`config.mk`:
```
export PLATFORM = sky130hd
export DESIGN_NAME = pipeline_hazard_controller
export DESIGN_NICKNAME = d
export VERILOG_FILES = /design/src/rtl/pipeline_hazard_controller.sv
export SDC_FILE = /design/constraint.sdc
export NUM_CORES = 1
export LEC_CHECK = 0
export CAP_MARGIN = 40
export CELL_PAD_IN_SITES_DETAIL_PLACEMENT = 1
export CELL_PAD_IN_SITES_GLOBAL_PLACEMENT = 1
export CORE_MARGIN = 1.5
export CORE_UTILIZATION = 32
export CTS_CLUSTER_DIAMETER = 80
export DETAILED_ROUTE_END_ITERATION = 7
export PLACE_DENSITY = 0.73
export REMOVE_ABC_BUFFERS = 1
export SYNTH_ARGS = -nofsm -noshare
export SYNTH_HDL_FRONTEND = slang
export SYNTH_SLANG_ARGS = --single-unit
```
`constraint.sdc`:
```
create_clock -name clk -period 2.1 [get_ports clk]
set_input_delay 0.21 -clock clk [delete_from_list [all_inputs] [get_ports clk]]
set_output_delay 0.21 -clock clk [all_outputs]
set_load 0.02 [all_outputs]
```
`src/rtl/pipeline_hazard_controller.sv`:
```
// Stall/flush sequencer for the 5-stage pipeline: load-use stalls, taken-branch
// flushes and whole-pipeline freezes for multi-cycle data-memory accesses.
module pipeline_hazard_controller #(
    parameter int MEM_WAIT = 2,
    parameter int CNT_W    = 16
) (
    input  logic             clk,
    input  logic             rst,
    input  logic [4:0]       id_rs,
    input  logic [4:0]       id_rt,
    input  logic             id_uses_rt,
    input  logic             idex_mem_read,
    input  logic [4:0]       idex_rt,
    input  logic             exmem_branch,
    input  logic             exmem_zero,
    input  logic             exmem_mem_read,
    input  logic             exmem_mem_write,
    output logic             pc_write,
    output logic             pc_src,
    output logic             if_id_write,
    output logic             if_id_flush,
    output logic             id_ex_write,
    output logic             id_ex_flush,
    output logic             ex_mem_write,
    output logic             ex_mem_flush,
    output logic             mem_wb_bubble,
    output logic             busy,
    output logic [CNT_W-1:0] stall_cycles,
    output logic [CNT_W-1:0] flush_count
);

    typedef enum logic {S_RUN, S_WAIT} state_t;

    localparam bit         HAS_WAIT  = (MEM_WAIT != 0);
    localparam logic [3:0] WAIT_INIT = 4'(HAS_WAIT ? MEM_WAIT - 1 : 0);

    state_t     state, state_nxt;
    logic [3:0] wcnt, wcnt_nxt;

    logic mem_acc, load_use, taken;
    logic freeze, eval_hz, taken_cyc;

    assign mem_acc  = (exmem_mem_read | exmem_mem_write) & HAS_WAIT;
    assign load_use = idex_mem_read & (idex_rt != 5'd0) &
                      ((idex_rt == id_rs) | (id_uses_rt & (idex_rt == id_rt)));
    assign taken    = exmem_branch & exmem_zero;

    // Decide which regime this cycle is in; outputs are derived below.
    always_comb begin
        state_nxt = state;
        wcnt_nxt  = wcnt;
        freeze    = 1'b0;
        eval_hz   = 1'b0;
        unique case (state)
            S_RUN: begin
                if (mem_acc) begin
                    freeze    = 1'b1;
                    state_nxt = S_WAIT;
                    wcnt_nxt  = WAIT_INIT;
                end else begin
                    eval_hz = 1'b1;
                end
            end
            S_WAIT: begin
                if (wcnt != 4'd0) begin
                    freeze   = 1'b1;
                    wcnt_nxt = wcnt - 4'd1;
                end else begin
                    // Release cycle: mem_acc is deliberately not looked at here
                    eval_hz   = 1'b1;
                    state_nxt = S_RUN;
                end
            end
            default: begin
                state_nxt = S_RUN;
                wcnt_nxt  = 4'd0;
            end
        endcase
    end

    always_comb begin
        pc_write      = 1'b0;
        pc_src        = 1'b0;
        if_id_write   = 1'b0;
        if_id_flush   = 1'b0;
        id_ex_write   = 1'b0;
        id_ex_flush   = 1'b0;
        ex_mem_write  = 1'b0;
        ex_mem_flush  = 1'b0;
        mem_wb_bubble = 1'b0;
        busy          = 1'b0;
        taken_cyc     = 1'b0;
        if (!rst) begin
            busy = (state == S_WAIT);
            if (freeze) begin
                mem_wb_bubble = 1'b1;
            end else begin
                pc_write     = 1'b1;
                if_id_write  = 1'b1;
                id_ex_write  = 1'b1;
                ex_mem_write = 1'b1;
                if (eval_hz && taken) begin
                    // The load-use victim is in IF/ID and gets flushed anyway
                    pc_src       = 1'b1;
                    if_id_flush  = 1'b1;
                    id_ex_flush  = 1'b1;
                    ex_mem_flush = 1'b1;
                    taken_cyc    = 1'b1;
                end else if (eval_hz && load_use) begin
                    pc_write    = 1'b0;
                    if_id_write = 1'b0;
                    id_ex_flush = 1'b1;
                end
            end
        end
    end

    always_ff @(posedge clk or posedge rst) begin
        if (rst) begin
            state <= S_RUN;
            wcnt  <= 4'd0;
        end else begin
            state <= state_nxt;
            wcnt  <= wcnt_nxt;
        end
    end

    always_ff @(posedge clk or posedge rst) begin
        if (rst) begin
            stall_cycles <= '0;
            flush_count  <= '0;
        end else begin
            if (!pc_write && stall_cycles != '1)
                stall_cycles <= stall_cycles + 1'b1;
            if (taken_cyc && flush_count != '1)
                flush_count <= flush_count + 1'b1;
        end
    end

endmodule
```
==> flow_summary.yaml, run 1 <==
outcome:
  status: "completed"
power_and_ir_drop:
  combPwrFrac_pct: 45.5
  p_switching_mw: 1.14
  leakagePower_nw: 1.32
  switching_share_pct: 37.8
  power.density_nw_per_um2: 998
  internal-power_mw: 1.87
  p_seq_share_pct: 36.3
  pwr-share-clk_pct: 18.2
  ir_drop_mv: 0.565
sta:
  worst_slew_pin_slew_ns: 0.501
  hold_viol: 0
  period_minus_slack_ns: 2.08
  finClkSkew_ns: 0.00767
  fmax_ghz: 0.481
  maxSlewViolCount: 0
  slew_headroom_pct: 66.3
  rsz0062_at_grt: "true"
  period_share_pct: 99.1
  setup_viol: 0
routing:
  dr.pass1.iters: 2
  drt-total-wl_mm: 5.01
  wire_per_inst_microns: 14.1
  dr_total_vias: 1701
  drtIter0Drc: 28
  post_drt_via_cell_ratio: 4.78
  drc_errors: 0
  ant_nets: 0
global_routing:
  grt_pass1_wl_mm: 8.22
  grt_overflow: 0
  antenna_found_initial: 0
  grt_pass1_vias: 1811
  grt.total_usage_pct: 16.1
  grt_max_degree: 38
floorplanning:
  io_pins: 65
  rows: 28
  core_sq_um: 6030
  die_area_sq_um: 6830
  die_y_microns: 82.6
  initial_utilization_pct: 33.7
  dieWidth_microns: 82.6
worst_setup_path:
  timing.rr.start: "flush_count[4]"
  critPathRequiredTime_ns: 1.89
  critical_path_arrival_ns: 1.87
  rrSetupSlack_ns: 0.15
  worstRegToRegCells: 5
  crit_type: "primary input to output port"
  startpoint_type: "primary input"
  crit_fanout: 3
  critPathCaptureType: "output port"
  r2r_end: "flush_count[1]"
cells_and_area:
  instances_no_fill: 356
  final_area_sq_um: 3010
  drive_gt1_share_pct: 21.7
  finalNetCount: 306
  diodes: 0
  layout.core_utilization_pct: 50.0
  syn2layout_area_growth_pct: 48.5
clock_tree:
  h-tree-depth: 2
  root_buffer: "clkbuf_8"
  clk_pin_slew_ns: 0.07
  clock_path_buffers: 2
  cts-hold-fix-buffers: 0
  cts_inserted_buffers: 5
  cts_tree: "built"
  clock-sinks: 37
  insertion_delay_ns: 0.29
yosys:
  yosysTopAreaCell: "dfrtp_1"
  yosysMostFrequentCell: "dfrtp_1"
  synth-seq-area-share_pct: 45.6
  synth_seq_cells: 37
  synthFlopType: "dfrtp_1"
  async_flop_share_pct: 100
  syn_area_sq_um: 2030
  synth_edf_count: 0
  ys.warnings.count: 0
  synth_top_cell_area_share_pct: 45.6
  synth_area_leaders: "dfrtp_1 46%, xor2_1 9.9%, xnor2_1 7.8%"
  syn_inst: 191
  yosysUniqueCellTypes: 41
  syn_area_per_cell_sq_um: 10.6
  netlist_top_cells_count: "37 x dfrtp_1, 23 x xor2_1, 18 x xnor2_1"
placed_design:
  dp.cells: 347
  port_buffers: 64
  hpwlAfterDp_mm: 3.80
  place_area_sq_um: 2890
  gp_congestion: 0.750
run:
  maxCapViolations: 0
hold_path:
  hold_path.class: "primary input to asynchronous set/reset pin"
routing by layer:
layer  global-route usage [%]  routed length, microns
met2                     27.1                    2360
met3                     4.84                     435
met4                     5.00                      63
met1                     19.7                    2160
met5                        0                       0
critical path, cell delays in order:
cell and delay (ns):
clkdlybuf4s50_1 0.47, or4_4 0.56, o21ai_2 0.19, a21oi_2 0.06, a21oi_4 0.18, buf_2 0.20
cell families (layout without fill, tap and decap cells):
kind of cell	after synthesis	in the layout	share of synthesized area, %
flip-flops	37	37	45.6
multiplexers	2	2	1.29
XOR/XNOR	41	41	17.7
buffers and inverters	19	109	4.62
AND/OR/NAND/NOR	75	75	22.7
AO/OA/AOI/OAI	14	14	6.23
adder cells (fa/ha/maj)	3	3	1.85
cell type report:
cell class	count	area [sq um]
fillers	691	3010
inverters	14	52.6
well taps	75	93.8
multi-input cells	135	1040
clock buffers	7	96.3
clock inverters	1	5.00
flip-flops and latches	37	926
repair buffers	87	796
cell usage in the layout (no fill, tap or decap), types with 2 or more instances in the layout:
cell type	instances
clkdlybuf4s50_1	55
dfrtp_1	37
buf_4	24
xor2_1	23
xnor2_1	18
nand2_1	14
inv_1	14
nor2_1	11
nand3_1	9
nor3_1	7
clkbuf_8	7
nand4_1	5
dlygate4sd2_1	5
nor3_2	4
nor4_1	3
nor4b_2	3
or2_2	3
o21ai_0	3
ha_1	3
or4_4	2
nor2_2	2
and4_1	2
o31ai_1	2
nor2b_1	2
how the worst max path moves through the flow:
stage               startpoint         endpoint  depth (start not counted)
finish              idex_rt[1]         pc_write                          6
global route        idex_rt[1]  stall_cycles[1]                          8
CTS                    wcnt[1]    mem_wb_bubble                          6
detailed placement  idex_rt[3]      id_ex_flush                          8
global placement    idex_rt[1]      if_id_write                          6
floorplan                  rst  flush_count[11]                          6
power by group through the flow:
| stage | Clock, mW | Combinational, mW | Sequential [mW] |
|---|---|---|---|
| final | 0.548 | 1.37 | 1.09 |
| after global routing | 0.586 | 1.50 | 1.13 |
| after CTS | 0.571 | 1.38 | 1.10 |
| after detailed placement | 0 | 1.39 | 1.11 |
| after global placement | 0 | 1.35 | 1.10 |
| after floorplan | 0 | 0.575 | 1.25 |
what timing repair did:
item	4_1_cts	5_1_grt
setup buffers	0	1
resized for setup	22	7
cloned	0	0
endpoints found under the setup margin	11	15
pin swaps	0	3
per-stage QoR:
stage	setup slack, ns	power [mW]	TNS [ns]	hold slack (ns)
after floorplan	-0.236	1.83	-3.93	0.421
after global placement	-0.379	2.46	-3.88	0.478
after detailed placement	-0.421	2.50	-4.84	0.485
after CTS	0.0126	3.05	0	0.490
after global routing	-0.0183	3.21	-0.0513	0.508
final	0.0194	3.01	0	0.475
state kept, by name, indices dropped and copies added (netlist names):
| name | count |
|---|---|
| flush_count | 16 |
| state | 1 |
| stall_cycles | 16 |
| wcnt | 4 |
No activity file was read; power rests on OpenSTA's default activity.
==> run 2: changes to the inputs <==
--- a/config.mk
+++ b/config.mk
@@ -6,12 +6,11 @@
 export NUM_CORES = 1
 export LEC_CHECK = 0
 export CAP_MARGIN = 40
-export CELL_PAD_IN_SITES_DETAIL_PLACEMENT = 1
-export CELL_PAD_IN_SITES_GLOBAL_PLACEMENT = 1
-export CORE_MARGIN = 1.5
-export CORE_UTILIZATION = 32
+export CORE_MARGIN = 3
+export CORE_UTILIZATION = 42
 export CTS_CLUSTER_DIAMETER = 80
 export DETAILED_ROUTE_END_ITERATION = 7
+export GPL_TIMING_DRIVEN = 0
 export PLACE_DENSITY = 0.73
 export REMOVE_ABC_BUFFERS = 1
 export SYNTH_ARGS = -nofsm -noshare
==> run 2 against run 1 <==
  * The flow now finishes with violations (setup timing)
  * Register-to-register slack worse by 0.05 ns
  * Combinational power down 7%
  * Utilization up 15 points
  * Largest cell class unchanged
  * Largest power group unchanged
  * Cell count down 11%
  * Power up 0.83%
  * Clock skew down 0.0019 ns
  * Clock power up 16%
  * Sequential cell count unchanged
  * Critical path depth up 2
==> flow_summary.yaml, run 2 (synthesis results as in run 1) <==
outcome:
  status: "finished with violations"
  violations: "setup timing"
power_and_ir_drop:
  finalPower_mw: 3.03
  ir_drop_mv: 0.786
  switching_share_pct: 37.3
  p_switching_mw: 1.13
  power.density_nw_per_um2: 1040
  p_seq_share_pct: 37.0
  leakagePower_nw: 1.27
  pwr-share-clk_pct: 20.9
  internal-power_mw: 1.90
  combPwrFrac_pct: 42.1
worst_setup_path:
  critical_path_arrival_ns: 2.27
  crit_type: "primary input to flop"
  critPathCaptureType: "flop"
  r2r_end: "flush_count[1]"
  timing.rr.start: "flush_count[3]"
  crit_fanout: 15
  startpoint_type: "primary input"
  critPathRequiredTime_ns: 2.27
  rrSetupSlack_ns: 0.10
  worstRegToRegCells: 5
global_routing:
  grt_overflow: 0
  grt_pass1_vias: 1589
  antenna_found_initial: 0
  grt_pass1_wl_mm: 7.33
  grt.total_usage_pct: 16.9
  grt_max_degree: 33
cells_and_area:
  top_regs: "flush_count: 16 flops, stall_cycles: 16 flops, wcnt: 4 flops"
  drive_gt1_share_pct: 20.5
  multi_input_area_sq_um: 1070
  layout_common_cells: "52 x clkdlybuf4s50_1, 36 x dfrtp_1, 23 x xor2_1, 18 x xnor2_1, 14 x nand2_1"
  syn2layout_area_growth_pct: 44.2
  finalNetCount: 289
  diodes: 0
  nFillCells: 385
  final_common_cell: "clkdlybuf4s50_1"
  seq_area_sq_um: 927
floorplanning:
  initial_utilization_pct: 45.1
  dieWidth_microns: 75.5
  io_pins: 65
  die_area_sq_um: 5700
  die_y_microns: 75.5
  rows: 24
  core_sq_um: 4500
clock_tree:
  root_buffer: "clkbuf_8"
  insertion_delay_ns: 0.29
  clock_path_buffers: 2
  cts_inserted_buffers: 5
  clock-sinks: 37
  h-tree-depth: 2
  cts-hold-fix-buffers: 0
  cts_tree: "built"
  clk_pin_slew_ns: 0.07
routing:
  drc_errors: 0
  dr.pass1.iters: 4
  post_drt_via_cell_ratio: 5.15
  ant_nets: 0
  wire_per_inst_microns: 14.7
  drt-total-wl_mm: 4.65
  drtIter0Drc: 39
  dr_total_vias: 1628
sta:
  slew_headroom_pct: 67.8
  hold_viol: 0
  fmax_ghz: 0.475
  finClkSkew_ns: 0.00574
  period_minus_slack_ns: 2.10
  rsz0062_at_grt: "true"
  setup_viol: 1
  setup_tns_ns: -0.00368
  worst_slew_pin_slew_ns: 0.479
  period_share_pct: 100
  maxSlewViolCount: 0
  worst_slack_ns: -0.00368
placed_design:
  hpwlAfterDp_mm: 3.25
  port_buffers: 64
  gp_congestion: 0.750
  dp_slack_ns: -0.765
hold_path:
  hold_path.class: "primary input to asynchronous set/reset pin"
run:
  maxCapViolations: 0
[run 2: changes by cell type in the layout (fill, tap and decap cells not counted), sizes merged, moves of 3 or more]
cell / change
buf: -13
clkdlybuf4s50: -3
dlygate4sd2: -5
dlymetal6s2s: +3
[run 2: layout make-up]
type | count | share of cell area (%)
multi-input combinational | 135 | 36.5
clock buffer | 7 | 2.95
sequential | 37 | 31.7
inverter | 14 | 1.80
timing repair buffer | 70 | 23.9
tap | 52 | 2.22
clock inverter | 1 | 1.03
[run 2: stage by stage]
step / utilization (%) / hold slack, ns / instances / instance area, sq um
after floorplan: - / 0.421 / 186 / 1990
after global placement: 59.8 / 0.477 / 302 / 2690
after detailed placement: 60.3 / 0.482 / 303 / 2710
final: 65.0 / 0.217 / 316 / 2930
after global routing: 65.0 / 0.222 / 316 / 2930
after CTS: 63.4 / 0.212 / 313 / 2850
[run 2: worst max-delay path by stage]
stage / start / to / depth (start not counted)
after floorplan: rst / flush_count[11] / 6
after global placement: rst / pc_write / 5
after detailed placement: idex_rt[1] / pc_write / 6
after CTS: wcnt[0] / mem_wb_bubble / 6
after global routing: idex_rt[3] / stall_cycles[1] / 8
final: idex_rt[3] / stall_cycles[1] / 8
[run 2: power by group through the flow]
stage	clock network (mW)	logic, mW	registers, mW
2_1_floorplan	0	0.575	1.25
3_3_place_gp	0	1.20	1.13
3_5_place_dp	0	1.23	1.12
4_1_cts	0.646	1.23	1.12
5_1_grt	0.682	1.39	1.16
6_report	0.633	1.28	1.12
[run 2: what timing repair did]
item	CTS	global route
gates resized for setup	28	26
setup endpoints to repair	13	26
pin swaps	2	7
hold endpoints to repair	0	0
buffers inserted	2	3
cloned	0	0
[run 2: per-layer routing]
| metal | global-route usage [%] | vias up | wire, microns |
|---|---|---|---|
| met5 | 0 | - | 0 |
| met4 | 4.66 | 0 | 38 |
| met3 | 5.01 | 4 | 360 |
| met2 | 26.7 | 61 | 2080 |
| met1 | 22.9 | 775 | 2180 |
| li1 | - | 788 | - |
[run 2: worst max-delay path, stage by stage]
cell and delay (ns):
clkdlybuf4s50_1 0.48, or4_4 0.52, o21ai_2 0.18, a21oi_2 0.06
a21oi_4 0.24, buf_8 0.21, nor2_2 0.07, mux2_4 0.29
